==> src/rtl/encoder_input_decoder.sv <==
// Rotary encoder front end: synchronizes the quadrature phases and push button,
// debounces the button, decodes detents and steers them to per-digit step pulses.
module encoder_input_decoder #(
  parameter int DEBOUNCE_CYCLES = 250000,
  parameter int TIMEOUT_CYCLES  = 1000000000
) (
  input  logic       i_Clk,
  input  logic       i_Reset_n,
  input  logic       i_Enc_A,
  input  logic       i_Enc_B,
  input  logic       i_Enc_Button,
  output logic       o_Encoder_Enable,
  output logic [2:0] o_Digit_Sel,
  output logic       o_Seconds_1st_Digit_Inc,
  output logic       o_Seconds_1st_Digit_Dec,
  output logic       o_Seconds_2nd_Digit_Inc,
  output logic       o_Seconds_2nd_Digit_Dec,
  output logic       o_Minutes_1st_Digit_Inc,
  output logic       o_Minutes_1st_Digit_Dec,
  output logic       o_Minutes_2nd_Digit_Inc,
  output logic       o_Minutes_2nd_Digit_Dec,
  output logic       o_Hours_1st_Digit_Inc,
  output logic       o_Hours_1st_Digit_Dec,
  output logic       o_Hours_2nd_Digit_Inc,
  output logic       o_Hours_2nd_Digit_Dec
);

  localparam int DB_W = $clog2(DEBOUNCE_CYCLES + 1);
  localparam int TO_W = $clog2(TIMEOUT_CYCLES + 1);
  localparam logic [DB_W-1:0] DB_LAST = DB_W'(DEBOUNCE_CYCLES - 1);
  localparam logic [DB_W-1:0] DB_ONE  = DB_W'(1);
  localparam logic [TO_W-1:0] TO_LAST = TO_W'(TIMEOUT_CYCLES - 1);
  localparam logic [TO_W-1:0] TO_ONE  = TO_W'(1);
  localparam logic signed [2:0] ACC_MAX = 3'sd3;
  localparam logic signed [2:0] ACC_MIN = -3'sd3;

  typedef enum logic {IDLE = 1'b0, SET = 1'b1} state_t;

  logic [1:0]        r_A_Sync;
  logic [1:0]        r_B_Sync;
  logic [1:0]        r_Btn_Sync;
  logic [1:0]        r_Fill;
  logic              r_Btn_Db;
  logic              r_Btn_Db_Prev;
  logic [DB_W-1:0]   r_Db_Cnt;
  logic [1:0]        r_Prev_AB;
  logic              r_Primed;
  logic signed [2:0] r_Acc;
  logic              r_Det_Cw;
  logic              r_Det_Ccw;
  state_t            r_State;
  logic [2:0]        r_Digit_Sel;
  logic [TO_W-1:0]   r_To_Cnt;
  logic              r_Enable;
  logic [11:0]       r_Step;

  logic [1:0]        w_AB;
  logic              w_Press;
  logic              w_Step_Cw;
  logic              w_Step_Ccw;
  state_t            w_Next_State;
  logic [2:0]        w_Next_Digit;
  logic [TO_W-1:0]   w_Next_To;
  logic [11:0]       w_Next_Step;

  assign w_AB    = {r_A_Sync[1], r_B_Sync[1]};
  assign w_Press = r_Btn_Db & ~r_Btn_Db_Prev;

  // Two-flop synchronizers; r_Fill marks when the second stage holds a real sample.
  always_ff @(posedge i_Clk or negedge i_Reset_n) begin
    if (!i_Reset_n) begin
      r_A_Sync   <= 2'b00;
      r_B_Sync   <= 2'b00;
      r_Btn_Sync <= 2'b00;
      r_Fill     <= 2'b00;
    end else begin
      r_A_Sync   <= {r_A_Sync[0], i_Enc_A};
      r_B_Sync   <= {r_B_Sync[0], i_Enc_B};
      r_Btn_Sync <= {r_Btn_Sync[0], i_Enc_Button};
      r_Fill     <= {r_Fill[0], 1'b1};
    end
  end

  // Button debounce and rising-edge history
  always_ff @(posedge i_Clk or negedge i_Reset_n) begin
    if (!i_Reset_n) begin
      r_Btn_Db      <= 1'b0;
      r_Btn_Db_Prev <= 1'b0;
      r_Db_Cnt      <= '0;
    end else begin
      r_Btn_Db_Prev <= r_Btn_Db;
      if (r_Btn_Sync[1] != r_Btn_Db) begin
        if (r_Db_Cnt == DB_LAST) begin
          r_Btn_Db <= r_Btn_Sync[1];
          r_Db_Cnt <= '0;
        end else begin
          r_Db_Cnt <= r_Db_Cnt + DB_ONE;
        end
      end else begin
        r_Db_Cnt <= '0;
      end
    end
  end

  // Gray-code step classification; double-bit changes fall through as invalid
  always_comb begin
    w_Step_Cw  = 1'b0;
    w_Step_Ccw = 1'b0;
    case ({r_Prev_AB, w_AB})
      4'b0001, 4'b0111, 4'b1110, 4'b1000: w_Step_Cw  = 1'b1;
      4'b0010, 4'b1011, 4'b1101, 4'b0100: w_Step_Ccw = 1'b1;
      default: begin
        w_Step_Cw  = 1'b0;
        w_Step_Ccw = 1'b0;
      end
    endcase
  end

  // Quarter-step accumulator producing registered detent strobes
  always_ff @(posedge i_Clk or negedge i_Reset_n) begin
    if (!i_Reset_n) begin
      r_Prev_AB <= 2'b00;
      r_Primed  <= 1'b0;
      r_Acc     <= 3'sd0;
      r_Det_Cw  <= 1'b0;
      r_Det_Ccw <= 1'b0;
    end else begin
      r_Det_Cw  <= 1'b0;
      r_Det_Ccw <= 1'b0;
      if (r_Fill[1]) begin
        r_Prev_AB <= w_AB;
        r_Primed  <= 1'b1;
        if (r_Primed && w_Step_Cw) begin
          if (r_Acc == ACC_MAX) begin
            r_Det_Cw <= 1'b1;
            r_Acc    <= 3'sd0;
          end else begin
            r_Acc <= r_Acc + 3'sd1;
          end
        end else if (r_Primed && w_Step_Ccw) begin
          if (r_Acc == ACC_MIN) begin
            r_Det_Ccw <= 1'b1;
            r_Acc     <= 3'sd0;
          end else begin
            r_Acc <= r_Acc - 3'sd1;
          end
        end
      end
    end
  end

  // Mode FSM: press beats detent and timeout in the same cycle
  always_comb begin
    w_Next_State = r_State;
    w_Next_Digit = r_Digit_Sel;
    w_Next_To    = r_To_Cnt;
    w_Next_Step  = 12'd0;
    case (r_State)
      IDLE: begin
        w_Next_To    = '0;
        w_Next_Digit = 3'd0;
        if (w_Press) begin
          w_Next_State = SET;
        end else begin
          w_Next_State = IDLE;
        end
      end
      SET: begin
        if (w_Press) begin
          w_Next_To = '0;
          if (r_Digit_Sel >= 3'd5) begin
            w_Next_State = IDLE;
            w_Next_Digit = 3'd0;
          end else begin
            w_Next_Digit = r_Digit_Sel + 3'd1;
          end
        end else if (r_Det_Cw || r_Det_Ccw) begin
          w_Next_To   = '0;
          w_Next_Step = 12'd1 << {r_Digit_Sel, r_Det_Ccw};
        end else if (r_To_Cnt == TO_LAST) begin
          w_Next_State = IDLE;
          w_Next_Digit = 3'd0;
          w_Next_To    = '0;
        end else begin
          w_Next_To = r_To_Cnt + TO_ONE;
        end
      end
      default: begin
        w_Next_State = IDLE;
        w_Next_Digit = 3'd0;
        w_Next_To    = '0;
      end
    endcase
  end

  // FSM state and registered outputs
  always_ff @(posedge i_Clk or negedge i_Reset_n) begin
    if (!i_Reset_n) begin
      r_State     <= IDLE;
      r_Digit_Sel <= 3'd0;
      r_To_Cnt    <= '0;
      r_Enable    <= 1'b0;
      r_Step      <= 12'd0;
    end else begin
      r_State     <= w_Next_State;
      r_Digit_Sel <= w_Next_Digit;
      r_To_Cnt    <= w_Next_To;
      r_Enable    <= (w_Next_State == SET);
      r_Step      <= w_Next_Step;
    end
  end

  assign o_Encoder_Enable        = r_Enable;
  assign o_Digit_Sel             = r_Digit_Sel;
  assign o_Seconds_1st_Digit_Inc = r_Step[0];
  assign o_Seconds_1st_Digit_Dec = r_Step[1];
  assign o_Seconds_2nd_Digit_Inc = r_Step[2];
  assign o_Seconds_2nd_Digit_Dec = r_Step[3];
  assign o_Minutes_1st_Digit_Inc = r_Step[4];
  assign o_Minutes_1st_Digit_Dec = r_Step[5];
  assign o_Minutes_2nd_Digit_Inc = r_Step[6];
  assign o_Minutes_2nd_Digit_Dec = r_Step[7];
  assign o_Hours_1st_Digit_Inc   = r_Step[8];
  assign o_Hours_1st_Digit_Dec   = r_Step[9];
  assign o_Hours_2nd_Digit_Inc   = r_Step[10];
  assign o_Hours_2nd_Digit_Dec   = r_Step[11];

endmodule

==> config.mk <==
export PLATFORM = sky130hd
export DESIGN_NAME = encoder_input_decoder
export DESIGN_NICKNAME = d
export VERILOG_FILES = /design/src/rtl/encoder_input_decoder.sv
export SDC_FILE = /design/constraint.sdc
export NUM_CORES = 1
export LEC_CHECK = 0
export BUFFER_PORTS_ARGS = -buffer_cell sky130_fd_sc_hd__buf_2
export CORE_MARGIN = 1.5
export CORE_UTILIZATION = 41
export DETAILED_ROUTE_END_ITERATION = 16
export PLACE_DENSITY_LB_ADDON = 0.1
export RECOVER_POWER = 25
export SLEW_MARGIN = 20
export SYNTH_ARGS = -nofsm -noshare
export SYNTH_HDL_FRONTEND = slang
export SYNTH_SLANG_ARGS = --single-unit
==> constraint.sdc <==
create_clock -name i_Clk -period 2.6 [get_ports i_Clk]
set_clock_uncertainty 0.05 [all_clocks]
set_input_delay 0.78 -clock i_Clk [delete_from_list [all_inputs] [get_ports i_Clk]]
set_output_delay 0.78 -clock i_Clk [all_outputs]
set_load 0.1 [all_outputs]
==> impl_results.md, run 1 <==
* Status: finished clean
* Placer Congestion at 0.7764
* Ports at 21
* Area delta synth->final at 11.82%
* Routed WL per cell at 14.53 µm
* Clk sink count at 82
* Area after DPL at 0.004209 mm²
* Leakage at 1.816 nW
* Vias at 2876
* Final ANT Viol Nets at 0
* Fill cells at 881
* Worst slew pin tran at 1.181 ns
* Number of max-cap violations at 0
* IR Drop Worst-Case VDD at 0.3087 mV
* # hold bufs at CTS at 0
* Initial antenna violation count at 0
* Highest clock rate at 454.0 MHz
* Final Hold Fails at 0
* Syn Nets at 387
* Final instance area at 0.004414 mm²
* Post-Place Cells at 518
* Max-Slew Margin vs Limit at 21.25%
* Final setup viols at 0
* Worst Path Buf+Inv at 1
* Largest delay share family, worst path: flip-flops
* Critical Path AT at 1.37 ns
* Largest net degree at the start of global routing at 44
* XOR/XNOR Fraction of Synth Area at 6.212%
* Worst-path cell chain: buf_2
* Mapped Avg Cell Area at 10.53 µm²
* Share of cells above drive strength 1 at 15.56%
* Number of remaining DRC errors at 0
* Total track usage at 16.41%
* CTS tree: built
* Die ar. at 0.01023 mm²
* EDFF count, synth at 0
* Minimum clock period at 2.202 ns
* Die Ht at 101.1 µm
* Sequential share of the synthesized area at 51.98%
* Initial Util at 42.52%
* PD cells at 573.1 mW/mm²
* Ys async rst share at 100.0%
* Netlist Area Pre-Place at 0.003948 mm²
* Critical-path top delay cell: dfrtp_1
* Worst Path Required at 1.77 ns
* Final Max Tran Viols at 0
* H-tree levels at 3
* Clock Tree Buf Depth at 2
* Fin cells at 534
* Combinational family with the most area after synthesis: simple AND/OR/NAND/NOR gates
* Final hold slack at 0.3039 ns
* Drt pass-1 iters at 4
* Routed WL at 7761 µm
* Port Buffers at 20
* TNS Setup at 0 ns
* Predominant post-synthesis flop cell: dfrtp_1
* Worst-Skew Late Latency at 0.35 ns
* Reg clk slew, reported paths at 0.09 ns
* Final #Nets at 412
* CP max stage delay at 0.53 ns
* Crit path kind: flop to primary output
* Via-per-instance ratio at 5.386
* PostCTS Resize Cnt at 0
* First-pass GRT wire length at 13240 µm
* Cells after Synth at 375
* Seq cells post-synth at 82
* DRT iter0 DRCs at 100
* Grt total ovfl at 0
* Distinct cells, synth at 53
* Core box area at 0.009284 mm²
* CTS buffer count at 9
* ANT cells at 0
* Pwr Total at 2.530 mW
* Die Wd at 101.1 µm
* Post-Synth Simple-Gate Area at 25.61%
* CTS root buffer: clkbuf_8
* RSZ-0062 raised after global routing: no
* Proportion of synthesized area in mux cells at 1.363%
* Crit Path Max Fanout at 10
* Startpoint types: flop
* Number of global-route vias before repair at 2772
* Setup crit end kind: primary output
* Worst hold path class: flop to flop
* Detailed Place HPWL at 5249 µm
* Adder-cell share of the synthesized area at 2.219%
* Setup bufs post-CTS at 0
* Compound-Gate Fraction of Synth Area at 9.667%
* Period utilisation layout at 84.71%
* Std-Cell Rows at 35
* Yosys Warn Count at 0
==> metrics by stage <==
stage	worst slack, ns	util (%)
global placement	0.5228	45.34
finish	0.3975	47.55
floorplan	0.3227	-
global route	0.3183	47.55
CTS	0.3710	47.59
detailed placement	0.4814	45.34
==> where the power goes <==
group	switching (mW)	internal (mW)	leakage (nW)	total, mW
Clock	0.504	0.483	0.105	0.986
Sequential	0.0270	1.31	1.11	1.34
Combinational	0.114	0.0900	0.603	0.204
Total	0.645	1.88	1.82	2.53
==> layout by cell type, fill, tap and decap left out, types with 10 or more instances in the layout <==
master	n
dfrtp_1	82
nor2_1	34
nand2_1	28
buf_2	19
nand3_1	18
nor3_1	16
a211oi_1	16
xor2_1	15
nand4_1	15
o31ai_1	15
xnor2_1	13
or4_1	11
clkbuf_8	10
==> final timing paths <==
| path | start | to | slack, ns | cells after the start |
|---|---|---|---|---|
| worst max register to register | r_To_Cnt[0] | r_To_Cnt[18] | 0.46 | 6 |
| worst max-delay path | o_Digit_Sel[1] | o_Digit_Sel[1] | 0.40 | 1 |
| max in group asynchronous | i_Reset_n | r_To_Cnt[13] | 0.99 | 2 |
| min in group asynchronous | i_Reset_n | r_Db_Cnt[0] | 0.60 | 1 |
| worst min register to register | r_A_Sync[0] | r_A_Sync[1] | 0.30 | 0 |
| worst min-delay path | r_A_Sync[0] | r_A_Sync[1] | 0.30 | 0 |
==> state kept, by name (all words and copies together) (netlist names), 2 cells and up <==
| register | count |
|---|---|
| r_Step | 12 |
| r_Btn_Sync | 2 |
| r_A_Sync | 2 |
| r_Acc | 3 |
| r_Fill | 2 |
| r_Db_Cnt | 18 |
| r_Prev_AB | 2 |
| o_Digit_Sel | 3 |
| r_B_Sync | 2 |
| r_To_Cnt | 30 |
==> per-layer routing <==
metal | up-vias | part of all wire (%) | GRT usage (%)
li1 | 1443 | - | -
met1 | 1383 | 49 | 22.08
met2 | 43 | 47 | 26.23
met3 | 7 | 2.9 | 3.606
met4 | 0 | 1.2 | 5.769
met5 | - | 0 | 0
==> layout make-up <==
class | instances | area, µm² | share of cell area (%)
Clock inverter | 6 | 71.32 | 1.616
Sequential cell | 82 | 2052 | 46.49
Tap cell | 129 | 161.4 | 3.656
Multi-Input combinational cell | 270 | 1783 | 40.39
Clock buffer | 10 | 137.6 | 3.118
Timing Repair Buffer | 29 | 178.9 | 4.053
Inverter | 8 | 30.03 | 0.6803
==> logic make-up (layout without fill, tap and decap cells) <==
logic type,count (synthesis),after routing
flops,82,82
mux,5,5
fa+ha+maj,7,7
other cells,1,1
compound gates,53,53
simple gates,176,176
buf+inv,23,53
xor+xnor,28,28
==> synthesized netlist by cell type, drive strengths merged, types with 4 or more instances <==
cell / count / area share (%)
o31ai: 15 / 2.9
o22ai: 4 / 0.63
nor4: 9 / 1.8
nor2: 34 / 3.2
inv: 8 / 0.76
a211oi: 17 / 3.4
or4: 14 / 2.9
clkbuf: 10 / 1.1
and3: 6 / 1.0
nor3: 16 / 2.0
nand3: 18 / 2.3
or3: 11 / 1.8
and4: 5 / 1.1
dfrtp: 82 / 52
ha: 7 / 2.2
nand2: 28 / 2.7
nand4: 17 / 3.2
a21oi: 4 / 0.51
buf: 4 / 0.67
o21ai: 8 / 1.0
xor2: 15 / 3.3
xnor2: 13 / 2.9
No activity file was read; power rests on OpenSTA's default activity.
==> run 2, diff against run 1 <==
clock period = 1.8 ns   (was 2.6 ns; I/O delays follow)
==> run 2 against run 1 <==
- the flow now finishes with violations (negative setup slack)
- die area did not move
- setup slack worse by 0.48 ns
- via count up 12%
- first-iteration DRC count rose by 7.0%
- count of clock-buffer cells in the layout decreased by 1
- sequential share of layout area down 6.7 points
- critical path type is now flop to flop
- critical endpoint is now r_To_Cnt[29]
==> impl_results.md, run 2 (same netlist as run 1, synthesis figures left out) <==
* Status: complete, but fails checks
* Violated checks: negative setup slack
* Worst-Skew Late Latency at 0.36 ns
* Top flop regs: r_To_Cnt (30), r_Db_Cnt (18), r_Step (12)
* Die Wd at 101.1 µm
* Final Hold Fails at 0
* Total track usage at 18.84%
* Final ANT Viol Nets at 0
* Routed WL at 8944 µm
* CTS buffer count at 9
* Vias at 3225
* Worst slew pin tran at 0.6583 ns
* Number of remaining DRC errors at 0
* Worst Path Required at 2.01 ns
* Crit path kind: flop to flop
* Fill cells at 833
* Die ar. at 0.01023 mm²
* ANT cells at 0
* Post-Place Cells at 578
* DRT iter0 DRCs at 107
* Crit Path Max Fanout at 7
* Core box area at 0.009284 mm²
* Largest net degree at the start of global routing at 43
* Minimum clock period at 1.885 ns
* Area occupied by multi-input gates at 0.001947 mm²
* Period utilisation layout at 104.7%
* Area delta synth->final at 31.92%
* Leakage at 2.211 nW
* Share of cells above drive strength 1 at 37.24%
* Initial Util at 42.52%
* Via-per-instance ratio at 5.313
* Final Max Tran Viols at 0
* Worst R2R Start: r_To_Cnt[21]
* Critical Path AT at 2.10 ns
* Reg clk slew, reported paths at 0.09 ns
* Number of global-route vias before repair at 3187
* CTS tree: built
* Std-Cell Rows at 35
* Setup crit end kind: flop
* Routed WL per cell at 14.73 µm
* H-tree levels at 3
* Largest register by flop count: r_To_Cnt
* Drt pass-1 iters at 5
* RSZ-0062 raised after global routing: yes
* Worst hold path class: input port to async pin
* Final WS setup at -0.08456 ns
* Most frequent cells in the layout: buf_4 (71), dfrtp_1 (69), nor2_1 (34)
* Highest clock rate at 530.6 MHz
* PD cells at 664.9 mW/mm²
* Die Ht at 101.1 µm
* CP startpoint: r_To_Cnt[21]
* Max-Slew Margin vs Limit at 56.11%
* Most common cell after layout, fill and taps aside: buf_4
* Number of max-cap violations at 0
* IR Drop Worst-Case VDD at 0.3455 mV
* Final hold slack at 0.1378 ns
* Clock Tree Buf Depth at 2
* Final #Nets at 485
* Clk sink count at 82
* Storage cell area at 0.002071 mm²
* Fin cells at 607
* First-pass GRT wire length at 15190 µm
* Detailed Place HPWL at 6022 µm
* Max FFs per register at 30
* Pre-CTS setup slack at -0.1035 ns
* Port Buffers at 20
* Ports at 21
* Final setup viols at 25
* CTS root buffer: clkbuf_8
* Grt total ovfl at 0
* Placer Congestion at 0.8175
* Startpoint types: flop
* Final Util at 56.09%
* Initial antenna violation count at 0
[run 2: layout make-up]
cell class	instances	share of cell area (%)
multi-input combinational	270	37.39
sequential	82	39.76
clock inverter	7	1.009
inverter	8	0.5766
tap	129	3.099
timing repair buffer	102	15.79
clock buffer	9	2.379
[run 2: report_power, final]
group	switching [mW]	total, mW	internal (mW)
registers	0.0398	1.93	1.89
logic	0.165	0.297	0.131
clock network	0.720	1.23	0.511
total	0.926	3.46	2.54
[run 2: worst max-delay path: stages (launching register included)]
cell and delay [ns]:
dfrtp_2 0.46, nand4_1 0.19, or4_4 0.46, or4_4 0.43, a211oi_2 0.21
[run 2: per-layer routing]
metal,vias to the layer above,global-route usage [%],wire length (µm)
met2,52,31.23,4342
met5,-,0,0
met4,0,6.838,136
met3,11,3.190,228
met1,1574,24.91,4237
li1,1588,-,-
[run 2: per-stage QoR]
stage / power, mW / TNS, ns / area, µm²
final: 3.462 / -0.8450 / 5207
after global routing: 3.635 / -2.615 / 5207
after CTS: 3.525 / -0.3096 / 5110
after detailed placement: 2.277 / -2.003 / 4741
after global placement: 2.268 / -0.9107 / 4741
after floorplan: 2.172 / -0.2785 / 4010
[run 2: timing repair]
item,CTS,global route
resized for setup,30,20
setup endpoints to repair,31,30
hold buffers,0,0
pin swaps,2,3
gates cloned,1,1
buffers inserted,8,3
[run 2: final timing paths]
| check | to | slack, ns | depth (start not counted) |
|---|---|---|---|
| worst max-delay path | r_To_Cnt[29] | -0.08 | 4 |
| worst min-delay path | r_Db_Cnt[8] | 0.14 | 1 |
| worst max register to register | r_To_Cnt[29] | -0.08 | 4 |
| worst min register to register | r_A_Sync[1] | 0.31 | 0 |
| max in group asynchronous | r_To_Cnt[21] | 0.43 | 2 |
| min in group i_Clk | r_A_Sync[0] | 0.23 | 1 |
